### config.mk
export PLATFORM = sky130hd
export DESIGN_NAME = proc_io_responder_flat
export DESIGN_NICKNAME = d
export VERILOG_FILES = /design/src/rtl/proc_io_responder_if.sv /design/src/rtl/proc_io_responder.sv /design/src/flat_wrapper.sv
export SDC_FILE = /design/constraint.sdc
export NUM_CORES = 1
export LEC_CHECK = 0
export ABC_AREA = 1
export ABC_CLOCK_PERIOD_IN_PS = 3700
export BUFFER_PORTS_ARGS = -buffer_cell sky130_fd_sc_hd__buf_2
export CORE_UTILIZATION = 35
export CTS_BUF_LIST = sky130_fd_sc_hd__clkbuf_4
export CTS_CLUSTER_SIZE = 12
export DETAILED_ROUTE_END_ITERATION = 6
export MAX_ROUTING_LAYER = met4
export PLACE_DENSITY = 0.61
export RECOVER_POWER = 25
export SLEW_MARGIN = 20
export SYNTH_ARGS = -nofsm -noshare
export SYNTH_HDL_FRONTEND = slang
export SYNTH_SLANG_ARGS = --single-unit
### constraint.sdc
create_clock -name clk -period 3.7 [get_ports clk]
set_input_delay 0.37 -clock clk [delete_from_list [all_inputs] [get_ports clk]]
set_output_delay 0.37 -clock clk [all_outputs]
set_load 0.05 [all_outputs]
### src/rtl/proc_io_responder_if.sv
// Bundle of processor port, upstream source and downstream sink signals
// seen by the SAPHO environment-side I/O responder.
interface proc_io_responder_if #(
  parameter int unsigned NCH = 3,
  parameter int unsigned DW  = 32
);
  logic [NCH-1:0]    req_in;
  logic [DW-1:0]     in_proc;
  logic [NCH-1:0]    out_en;
  logic [DW-1:0]     out_proc;
  logic [NCH*DW-1:0] src_data;
  logic [NCH-1:0]    src_valid;
  logic [NCH-1:0]    src_ready;
  logic [NCH*DW-1:0] snk_data;
  logic [NCH-1:0]    snk_valid;
  logic [NCH-1:0]    snk_ready;
  logic              clr_flags;
  logic [NCH-1:0]    underflow;
  logic [NCH-1:0]    overflow;
  logic              err_onehot;

  modport slave (
    input  req_in, out_en, out_proc, src_data, src_valid, snk_ready, clr_flags,
    output in_proc, src_ready, snk_data, snk_valid, underflow, overflow, err_onehot
  );

  modport master (
    output req_in, out_en, out_proc, src_data, src_valid, snk_ready, clr_flags,
    input  in_proc, src_ready, snk_data, snk_valid, underflow, overflow, err_onehot
  );
endinterface

### src/rtl/proc_io_responder.sv
// SAPHO one-hot port responder: per-channel input FIFOs read by req_in,
// per-channel output FIFOs filled by out_en and drained by valid/ready sinks.
module proc_io_responder #(
  parameter int unsigned NCH   = 3,
  parameter int unsigned DW    = 32,
  parameter int unsigned DEPTH = 4
) (
  input  logic              clk,
  input  logic              rst_geral,
  proc_io_responder_if.slave bus
);
  localparam int unsigned AW = $clog2(DEPTH);
  localparam int unsigned CW = AW + 1;
  localparam logic [CW-1:0] FULL = CW'(DEPTH);

  logic [DW-1:0]  r_in_mem  [NCH][DEPTH];
  logic [DW-1:0]  r_out_mem [NCH][DEPTH];
  logic [AW-1:0]  r_in_wp   [NCH];
  logic [AW-1:0]  r_in_rp   [NCH];
  logic [AW-1:0]  r_out_wp  [NCH];
  logic [AW-1:0]  r_out_rp  [NCH];
  logic [CW-1:0]  r_in_cnt  [NCH];
  logic [CW-1:0]  r_out_cnt [NCH];
  logic [NCH-1:0] r_underflow;
  logic [NCH-1:0] r_overflow;
  logic           r_err_onehot;

  logic              w_req_oh, w_req_multi, w_en_oh, w_en_multi;
  logic [NCH-1:0]    w_in_empty, w_in_full, w_out_empty, w_out_full;
  logic [NCH-1:0]    w_in_push, w_in_pop, w_out_push, w_out_pop;
  logic [NCH-1:0]    w_udf_set, w_ovf_set;
  logic [DW-1:0]     w_in_proc;
  logic [NCH*DW-1:0] w_snk_data;

  // Handshake decode; full/empty come only from registered occupancy
  always_comb begin
    w_req_oh    = (bus.req_in != '0) && ((bus.req_in & (bus.req_in - NCH'(1))) == '0);
    w_req_multi = (bus.req_in != '0) && !w_req_oh;
    w_en_oh     = (bus.out_en != '0) && ((bus.out_en & (bus.out_en - NCH'(1))) == '0);
    w_en_multi  = (bus.out_en != '0) && !w_en_oh;
    w_in_empty  = '0;
    w_in_full   = '0;
    w_out_empty = '0;
    w_out_full  = '0;
    w_in_push   = '0;
    w_in_pop    = '0;
    w_out_push  = '0;
    w_out_pop   = '0;
    w_udf_set   = '0;
    w_ovf_set   = '0;
    w_in_proc   = '0;
    w_snk_data  = '0;
    for (int k = 0; k < NCH; k++) begin
      w_in_empty[k]  = (r_in_cnt[k] == '0);
      w_in_full[k]   = (r_in_cnt[k] == FULL);
      w_out_empty[k] = (r_out_cnt[k] == '0);
      w_out_full[k]  = (r_out_cnt[k] == FULL);
      w_in_push[k]   = bus.src_valid[k] && !w_in_full[k];
      w_in_pop[k]    = w_req_oh && bus.req_in[k] && !w_in_empty[k];
      w_udf_set[k]   = w_req_oh && bus.req_in[k] && w_in_empty[k];
      w_out_push[k]  = w_en_oh && bus.out_en[k] && !w_out_full[k];
      w_ovf_set[k]   = w_en_oh && bus.out_en[k] && w_out_full[k];
      w_out_pop[k]   = bus.snk_ready[k] && !w_out_empty[k];
      if (w_in_pop[k]) w_in_proc = r_in_mem[k][r_in_rp[k]];
      if (!w_out_empty[k]) w_snk_data[k*DW +: DW] = r_out_mem[k][r_out_rp[k]];
    end
  end

  // Storage arrays carry no reset; empty FIFOs present zero instead
  always_ff @(posedge clk) begin
    for (int k = 0; k < NCH; k++) begin
      if (w_in_push[k])  r_in_mem[k][r_in_wp[k]]   <= bus.src_data[k*DW +: DW];
      if (w_out_push[k]) r_out_mem[k][r_out_wp[k]] <= bus.out_proc;
    end
  end

  always_ff @(posedge clk or posedge rst_geral) begin
    if (rst_geral) begin
      for (int k = 0; k < NCH; k++) begin
        r_in_wp[k]   <= '0;
        r_in_rp[k]   <= '0;
        r_out_wp[k]  <= '0;
        r_out_rp[k]  <= '0;
        r_in_cnt[k]  <= '0;
        r_out_cnt[k] <= '0;
      end
      r_underflow  <= '0;
      r_overflow   <= '0;
      r_err_onehot <= 1'b0;
    end else begin
      for (int k = 0; k < NCH; k++) begin
        if (w_in_push[k])  r_in_wp[k]  <= r_in_wp[k] + AW'(1);
        if (w_in_pop[k])   r_in_rp[k]  <= r_in_rp[k] + AW'(1);
        if (w_out_push[k]) r_out_wp[k] <= r_out_wp[k] + AW'(1);
        if (w_out_pop[k])  r_out_rp[k] <= r_out_rp[k] + AW'(1);
        r_in_cnt[k]  <= r_in_cnt[k] + CW'(w_in_push[k]) - CW'(w_in_pop[k]);
        r_out_cnt[k] <= r_out_cnt[k] + CW'(w_out_push[k]) - CW'(w_out_pop[k]);
      end
      // A set event in the clearing cycle survives the clear
      r_underflow  <= (bus.clr_flags ? '0 : r_underflow) | w_udf_set;
      r_overflow   <= (bus.clr_flags ? '0 : r_overflow) | w_ovf_set;
      r_err_onehot <= (bus.clr_flags ? 1'b0 : r_err_onehot) | w_req_multi | w_en_multi;
    end
  end

  assign bus.in_proc    = w_in_proc;
  assign bus.src_ready  = ~w_in_full;
  assign bus.snk_valid  = ~w_out_empty;
  assign bus.snk_data   = w_snk_data;
  assign bus.underflow  = r_underflow;
  assign bus.overflow   = r_overflow;
  assign bus.err_onehot = r_err_onehot;
endmodule
### src/flat_wrapper.sv
// flat-port wrapper written by rule: the top's interface ports become plain ports
module proc_io_responder_flat 
#(
  parameter int unsigned NCH   = 3,
  parameter int unsigned DW    = 32,
  parameter int unsigned DEPTH = 4
)
  (clk, rst_geral, bus_req_in, bus_out_en, bus_out_proc, bus_src_data, bus_src_valid, bus_snk_ready, bus_clr_flags, bus_in_proc, bus_src_ready, bus_snk_data, bus_snk_valid, bus_underflow, bus_overflow, bus_err_onehot);
  proc_io_responder_if #(.NCH(NCH), .DW(DW)) bus_i ();
  input  logic clk;
  input  logic rst_geral;
  input wire logic [$bits(bus_i.req_in)-1:0] bus_req_in;
  input wire logic [$bits(bus_i.out_en)-1:0] bus_out_en;
  input wire logic [$bits(bus_i.out_proc)-1:0] bus_out_proc;
  input wire logic [$bits(bus_i.src_data)-1:0] bus_src_data;
  input wire logic [$bits(bus_i.src_valid)-1:0] bus_src_valid;
  input wire logic [$bits(bus_i.snk_ready)-1:0] bus_snk_ready;
  input wire logic [$bits(bus_i.clr_flags)-1:0] bus_clr_flags;
  output wire logic [$bits(bus_i.in_proc)-1:0] bus_in_proc;
  output wire logic [$bits(bus_i.src_ready)-1:0] bus_src_ready;
  output wire logic [$bits(bus_i.snk_data)-1:0] bus_snk_data;
  output wire logic [$bits(bus_i.snk_valid)-1:0] bus_snk_valid;
  output wire logic [$bits(bus_i.underflow)-1:0] bus_underflow;
  output wire logic [$bits(bus_i.overflow)-1:0] bus_overflow;
  output wire logic [$bits(bus_i.err_onehot)-1:0] bus_err_onehot;
  assign bus_i.req_in = bus_req_in;
  assign bus_i.out_en = bus_out_en;
  assign bus_i.out_proc = bus_out_proc;
  assign bus_i.src_data = bus_src_data;
  assign bus_i.src_valid = bus_src_valid;
  assign bus_i.snk_ready = bus_snk_ready;
  assign bus_i.clr_flags = bus_clr_flags;
  assign bus_in_proc = bus_i.in_proc;
  assign bus_src_ready = bus_i.src_ready;
  assign bus_snk_data = bus_i.snk_data;
  assign bus_snk_valid = bus_i.snk_valid;
  assign bus_underflow = bus_i.underflow;
  assign bus_overflow = bus_i.overflow;
  assign bus_err_onehot = bus_i.err_onehot;
  proc_io_responder #(.NCH(NCH), .DW(DW), .DEPTH(DEPTH)) u_core (.clk(clk), .rst_geral(rst_geral), .bus(bus_i));
endmodule
**After elaboration in Yosys (flattened, before gate mapping)**

Memories as Yosys holds them, arrays and structs flattened.
Index checks and enable logic that the tools add are counted.

- Memory bits (writable): 768
- Memories kept: 2
- Latch bits: 0
- Bits in read-only memories: 0
- Output and inout bits: 141
- Flip-flop bits (word level): 49

Memories:

| memory | depth | bits a word | rd ports | clocked after Yosys merged registers in | write ports | RTL line | text |
|---|---|---|---|---|---|---|---|
| u_core.r_in_mem | 3 | 128 | 3 | 0 | 3 | proc_io_responder.sv:16 | `logic [DW-1:0] r_in_mem [NCH][DEPTH];` |
| u_core.r_out_mem | 3 | 128 | 3 | 0 | 1 | proc_io_responder.sv:17 | `logic [DW-1:0] r_out_mem [NCH][DEPTH];` |

- Magnitude comparators: 18
- Reductions and logical operators: 60
- $add $sub $neg: 26
- Bitwise operators: 20
- Shift-type cells: 0
- Eq/ne operators: 6
- Multiplexer cells: 57
- Div/mod/pow operators: 0
- Multipliers: 0

Operators with widths:

| kind | number |
|---|---|
| $mux W128 | 10 |
| $mux W32 | 24 |
| $bmux W32 S2 | 6 |
| $demux W32 S2 | 6 |
| $reduce_or A128 Y1 | 2 |
| $ge A3 B3 Y1 const B | 12 |
| $not A2 Y3 | 12 |
| $logic_and A1 B1 Y1 | 34 |
| $add A2 B1 Y2 const B | 12 |
| $logic_not A3 Y1 | 8 |
| $add A3 B1 Y3 | 6 |
| $eq A3 B3 Y1 const B | 6 |
| $lt A3 B1 Y1 const B | 6 |
| $sub A3 B1 Y3 | 6 |
| $logic_not A1 Y1 | 14 |
| $mux W1 | 7 |
| $and A3 B3 Y3 | 2 |
| $mux W3 | 2 |
| $not A3 Y3 | 2 |
| $or A3 B3 Y3 | 2 |
| $reduce_bool A3 Y1 | 2 |
| $sub A3 B1 Y3 const B | 2 |
| $mux W2 | 2 |
| $or A1 B1 Y1 | 2 |

**Depth between registers and ports, before layout**

- Depth in word-level cells: 11
- Gate-level depth with buffers: 11

**Worst setup path after synthesis**

No wires, ideal clock.

- Path kind: reg-to-reg
- From: register u_core.r_in_cnt[7] in the netlist's numbering
- To: memory u_core.r_in_mem[0][0] in the netlist's numbering, enable pin
- Library setup time: 421 ps
- Stages on the path, launching flop included: 5
- Data arrival time: 2514 ps
- Setup slack: 765 ps
- Cells stage by stage: dfrtp_1 -> inv_1 -> nand3_1 -> nand2_1 -> nor2_1

RTL lines:

| item | RTL line | text |
|---|---|---|
| start: declaration | proc_io_responder.sv:22 | `logic [CW-1:0] r_in_cnt [NCH];` |
| start signal: indexed assignment | proc_io_responder.sv:96 | `r_in_cnt[k] <= r_in_cnt[k] + CW'(w_in_push[k]) - CW'(w_in_pop[k]);` |
| end: declaration | proc_io_responder.sv:16 |  |

**Final worst setup path**

- From: input bus_req_in[2]
- To: output bus_in_proc[31]

- Word-level cells in the longest chain between the ends: 9
- Elaborated cells on any way between the ends: 14
- Those cells by class: add/sub (1); mux (3); bitwise (1); reduce/logical (9)

RTL lines:

| item | RTL line | text |
|---|---|---|
| start: declaration | flat_wrapper.sv:12 | `input wire logic [$bits(bus_i.req_in)-1:0] bus_req_in;` |
| $sub A3 B1 Y3 | proc_io_responder.sv:37 | `w_req_oh = (bus.req_in != '0) && ((bus.req_in & (bus.req_in - NCH'(1))) == '0);` |
| $and A3 B3 Y3 | proc_io_responder.sv:37 |  |
| $logic_not A3 Y1 | proc_io_responder.sv:37 |  |
| $logic_and A1 B1 Y1 | proc_io_responder.sv:37 |  |
| $logic_and A1 B1 Y1 (2 in series) | proc_io_responder.sv:59 | `w_in_pop[k] = w_req_oh && bus.req_in[k] && !w_in_empty[k];` |
| $mux W32 (2 in series) | proc_io_responder.sv:64 | `if (w_in_pop[k]) w_in_proc = r_in_mem[k][r_in_rp[k]];` |
| $mux W32 (*) | proc_io_responder.sv:64 |  |
| end: declaration | flat_wrapper.sv:19 | `output wire logic [$bits(bus_i.in_proc)-1:0] bus_in_proc;` |

Mark *: on every way between the ends. The rest lies on a longest branch, timed or not.

==> impl_metrics.xml <==
<?xml version="1.0" encoding="UTF-8"?>
<metrics>
  <group name="critical_path">
    <metric name="arrival" unit="ns">3.23</metric>
    <metric name="critical_path_cell_count" unit="">10</metric>
    <metric name="end_kind" unit="">primary output</metric>
    <metric name="cpLargestDelayFamily" unit="">buffers and inverters</metric>
    <metric name="worst_ep_required" unit="ns">3.33</metric>
    <metric name="critPathLaunchType" unit="">primary input</metric>
    <metric name="worst_r2r_path_depth" unit="">9</metric>
    <metric name="path_cells" unit="">dlygate4sd3_1 &gt; buf_2 &gt; inv_1 &gt; nand3_2 &gt; dlygate4sd3_1 &gt; nor2_4 &gt; buf_4 &gt; nand2_1 &gt; nand3_1 &gt; buf_2</metric>
    <metric name="crit_path_max_fanout" unit="">26</metric>
    <metric name="cp_slowest_cell" unit="">nor2_4</metric>
    <metric name="criticalPathCategory" unit="">primary input to primary output</metric>
    <metric name="cp_num_buf_inv" unit="">6</metric>
    <metric name="critPathMaxStageDelay" unit="ns">0.65</metric>
  </group>
  <group name="detailed_routing">
    <metric name="postRouteAntennaNets" unit="">0</metric>
    <metric name="num_vias" unit="">24000</metric>
    <metric name="routed_wirelength" unit="um">92800</metric>
    <metric name="drt_first_iter_violations" unit="">1896</metric>
    <metric name="routed_via_density" unit="">4.64</metric>
    <metric name="drc" unit="">18</metric>
    <metric name="firstDrtPassIters" unit="">7</metric>
    <metric name="wl_per_cell" unit="um">17.9</metric>
  </group>
  <group name="logic_synthesis">
    <metric name="asr_flop_ratio_synth" unit="%">6.00</metric>
    <metric name="yosysTopAreaCellShare" unit="%">67.3</metric>
    <metric name="synth.area.top_cells" unit="">edfxtp_1 67%, nand2_1 6.7%, inv_1 5.2%, nor2_1 4.6%, dfrtp_1 3.6%</metric>
    <metric name="yosysWarningCount" unit="">0</metric>
    <metric name="ys_seq_area_share" unit="%">70.9</metric>
    <metric name="mean_cell_area_of_the_mapped_netlist" unit="um^2">11.1</metric>
    <metric name="synth.cell_area" unit="um^2">34300</metric>
    <metric name="dominant_cell_type_by_area_after_synthesis" unit="">edfxtp_1</metric>
    <metric name="synth_cell_type_count" unit="">24</metric>
    <metric name="number_of_nets_produced_by_synthesis" unit="">3279</metric>
    <metric name="ys.flop_type" unit="">edfxtp_1</metric>
    <metric name="synth_edf_count" unit="">768</metric>
    <metric name="synth_cells" unit="">3095</metric>
    <metric name="yosys_register_bits" unit="">817</metric>
  </group>
  <group name="power_and_ir_drop">
    <metric name="fin_total_pwr" unit="mW">34.0</metric>
    <metric name="powerDensity" unit="nW/um^2">806</metric>
    <metric name="worst_ir_drop_vdd" unit="uV">640</metric>
    <metric name="power.static_leakage" unit="nW">17.5</metric>
  </group>
  <group name="die">
    <metric name="die_w" unit="um">315</metric>
    <metric name="start_util" unit="%">35.4</metric>
    <metric name="dieArea" unit="um^2">99200</metric>
    <metric name="row_count" unit="">114</metric>
    <metric name="die_h" unit="um">315</metric>
    <metric name="coreArea" unit="um^2">96900</metric>
    <metric name="pin_count" unit="">284</metric>
  </group>
  <group name="sta">
    <metric name="worst-slew-pin-transition" unit="ns">1.03</metric>
    <metric name="max_freq" unit="GHz">0.278</metric>
    <metric name="final.setup.tns" unit="ns">0</metric>
    <metric name="setup-violations-final" unit="">0</metric>
    <metric name="report.final.slew_viol_count" unit="">0</metric>
    <metric name="setup_repair_after_global_routing_missed_its_margin" unit="">false</metric>
    <metric name="min_period_over_period" unit="%">97.2</metric>
    <metric name="timing.max_slew.rel_slack" unit="%">31.2</metric>
    <metric name="hold_violations" unit="">0</metric>
    <metric name="finClkSkew" unit="ns">0.0510</metric>
    <metric name="period_needed" unit="ns">3.60</metric>
    <metric name="finalWorstSetupSlack" unit="ns">0.104</metric>
  </group>
  <group name="clock_network">
    <metric name="numCtsBuffers" unit="">207</metric>
    <metric name="cts_buffer_depth" unit="">3</metric>
    <metric name="clock_tree.htree_level_count" unit="">4</metric>
    <metric name="cts.sink_count" unit="">817</metric>
    <metric name="clk-insertion-delay-late" unit="ns">1.04</metric>
    <metric name="clkSlewWorstSetupHoldPaths" unit="ns">0.06</metric>
    <metric name="cts_root_buffer" unit="">clkbuf_4</metric>
    <metric name="tritoncts" unit="">done</metric>
  </group>
  <group name="global_routing">
    <metric name="overflow" unit="">0</metric>
    <metric name="grt_util_all_layers" unit="%">19.0</metric>
    <metric name="initial_antenna_violation_count" unit="">12</metric>
    <metric name="grt_max_degree" unit="">66</metric>
    <metric name="via_count_of_the_first_global_routing_pass" unit="">22800</metric>
    <metric name="grt_first_pass_wirelength" unit="um">137000</metric>
  </group>
  <group name="final_layout">
    <metric name="area_growth_syn_to_layout" unit="%">23.0</metric>
    <metric name="final.fill_count" unit="">9043</metric>
    <metric name="ratio_of_cells_with_drive_above_1_in_the_final_layout" unit="%">17.0</metric>
    <metric name="layout.area.seq" unit="um^2">24300</metric>
    <metric name="final_stage_net_count" unit="">3911</metric>
    <metric name="combined_area_of_the_multi_input_logic_cells" unit="um^2">7640</metric>
  </group>
  <group name="placed_design">
    <metric name="pre_cts_ws" unit="ns">1.20</metric>
    <metric name="dpl.hpwl" unit="um">56800</metric>
    <metric name="globalplace.congestion" unit="">0.856</metric>
    <metric name="count_of_port_buffers_added_during_placement" unit="">283</metric>
  </group>
  <group name="min_path">
    <metric name="worst_hold_path_type" unit="">primary input to register</metric>
    <metric name="worst_hold_path.num_cells" unit="">2</metric>
  </group>
  <group name="outcome">
    <metric name="violations_in_the_final_reports" unit="">DRC</metric>
    <metric name="outcome" unit="">complete, but fails checks</metric>
  </group>
  <group name="flow_run">
    <metric name="max-cap-violations" unit="">0</metric>
  </group>
</metrics>
worst paths after layout:
path,start,to,slack [ns]
setup / recovery,bus_req_in[2],bus_in_proc[31],0.10
hold / removal,bus_src_data[80],u_core.r_in_mem[0][368]$_DFFE_PP_,0.18
setup reg to reg,u_core.r_in_cnt[7]$_DFF_PP0_,u_core.r_in_cnt[8]$_DFF_PP0_,1.25
hold reg to reg,u_core.bus.underflow[2]$_DFF_PP0_,u_core.bus.underflow[2]$_DFF_PP0_,0.50
max in group asynchronous,rst_geral,u_core.r_out_rp[4]$_DFFE_PP0P_,2.29
min in group asynchronous,rst_geral,u_core.r_out_wp[0]$_DFFE_PP0P_,0.59
flip-flops by register name (all words and copies together), names as in the netlist:
signal	cells
u_core.bus.err_onehot	1
u_core.bus.overflow	3
u_core.bus.underflow	3
u_core.r_in_cnt	9
u_core.r_in_mem	384
u_core.r_in_rp	6
u_core.r_in_wp	6
u_core.r_out_cnt	9
u_core.r_out_mem	384
u_core.r_out_rp	6
u_core.r_out_wp	6
cell type report:
cell class,instances,share of cell area (%)
flip-flops and latches,817,57.6
multi-input cells,1653,18.1
repair buffers,567,9.61
clock buffers,321,5.72
inverters,481,4.29
well taps,1276,3.79
clock inverters,59,0.789
diodes,10,0.0594
synth_stat cells, types with 6 or more instances:
cell and number:
nand3_1 237, edfxtp_1 768, buf_4 23, inv_1 478, o21ai_0 211, clkbuf_1 49
xnor2_1 6, ha_1 35, dfrtp_1 49, nand2_1 614, nor2_1 417, a21oi_1 98
xor2_1 17, fa_1 6, buf_2 69
report_power, final:
part | total [mW] | internal [mW] | switching [mW]
combinational | 14.3 | 3.34 | 11.0
sequential | 11.9 | 11.5 | 0.387
clock | 7.74 | 4.09 | 3.65
layer usage:
layer / GRT usage, % / share of wire, % / up-vias
li1: - / - / 11600
met1: 23.8 / 42 / 11500
met2: 29.8 / 48 / 860
met3: 4.40 / 7.2 / 134
met4: 7.39 / 2.6 / 0
met5: - / 0 / -
per-stage QoR:
stage	util, %	cells	instance area, um^2	hold WS, ns
after floorplan	-	3095	34300	0.469
after global placement	38.5	4574	37300	0.473
after detailed placement	38.5	4574	37300	0.479
after CTS	43.6	5174	42200	0.00118
after global routing	43.5	5184	42200	0.110
final	43.5	5184	42200	0.180
cells in the final DEF (no fill, tap or decap), types with 98 or more instances in the layout:
cell | netlist | routed
nand3_1 | 237 | 237
nor2_1 | 417 | 393
buf_2 | 69 | 216
nand2_1 | 614 | 614
edfxtp_1 | 768 | 768
o21ai_0 | 211 | 211
inv_1 | 478 | 474
dlygate4sd3_1 | 0 | 220
clkbuf_4 | 0 | 321
a21oi_1 | 98 | 98
cell families after synthesis:
kind of cell,count (synthesis),share of synthesized area [%]
XOR/XNOR,23,0.588
buffers and inverters,625,7.39
AO/OA/AOI/OAI,310,4.53
adder cells (fa/ha/maj),41,1.63
flip-flops,817,70.9
AND/OR/NAND/NOR,1279,15.0
worst reg2reg max path, stage by stage (launching register included):
cell	delay, ns
dfrtp_1	0.38
nor2_1	0.06
nand2_1	0.16
inv_1	0.11
nor2_4	0.61
ha_1	0.25
inv_1	0.04
ha_1	0.18
fa_1	0.38
xor2_1	0.17
what timing repair did:
item                                    CTS  global route
endpoints found under the setup margin    0            11
gates resized for setup                   0             5
hold endpoints to repair                846             0
hold buffers                            220             0
buffers inserted                          0             0
(Power assumes the default switching activity.)
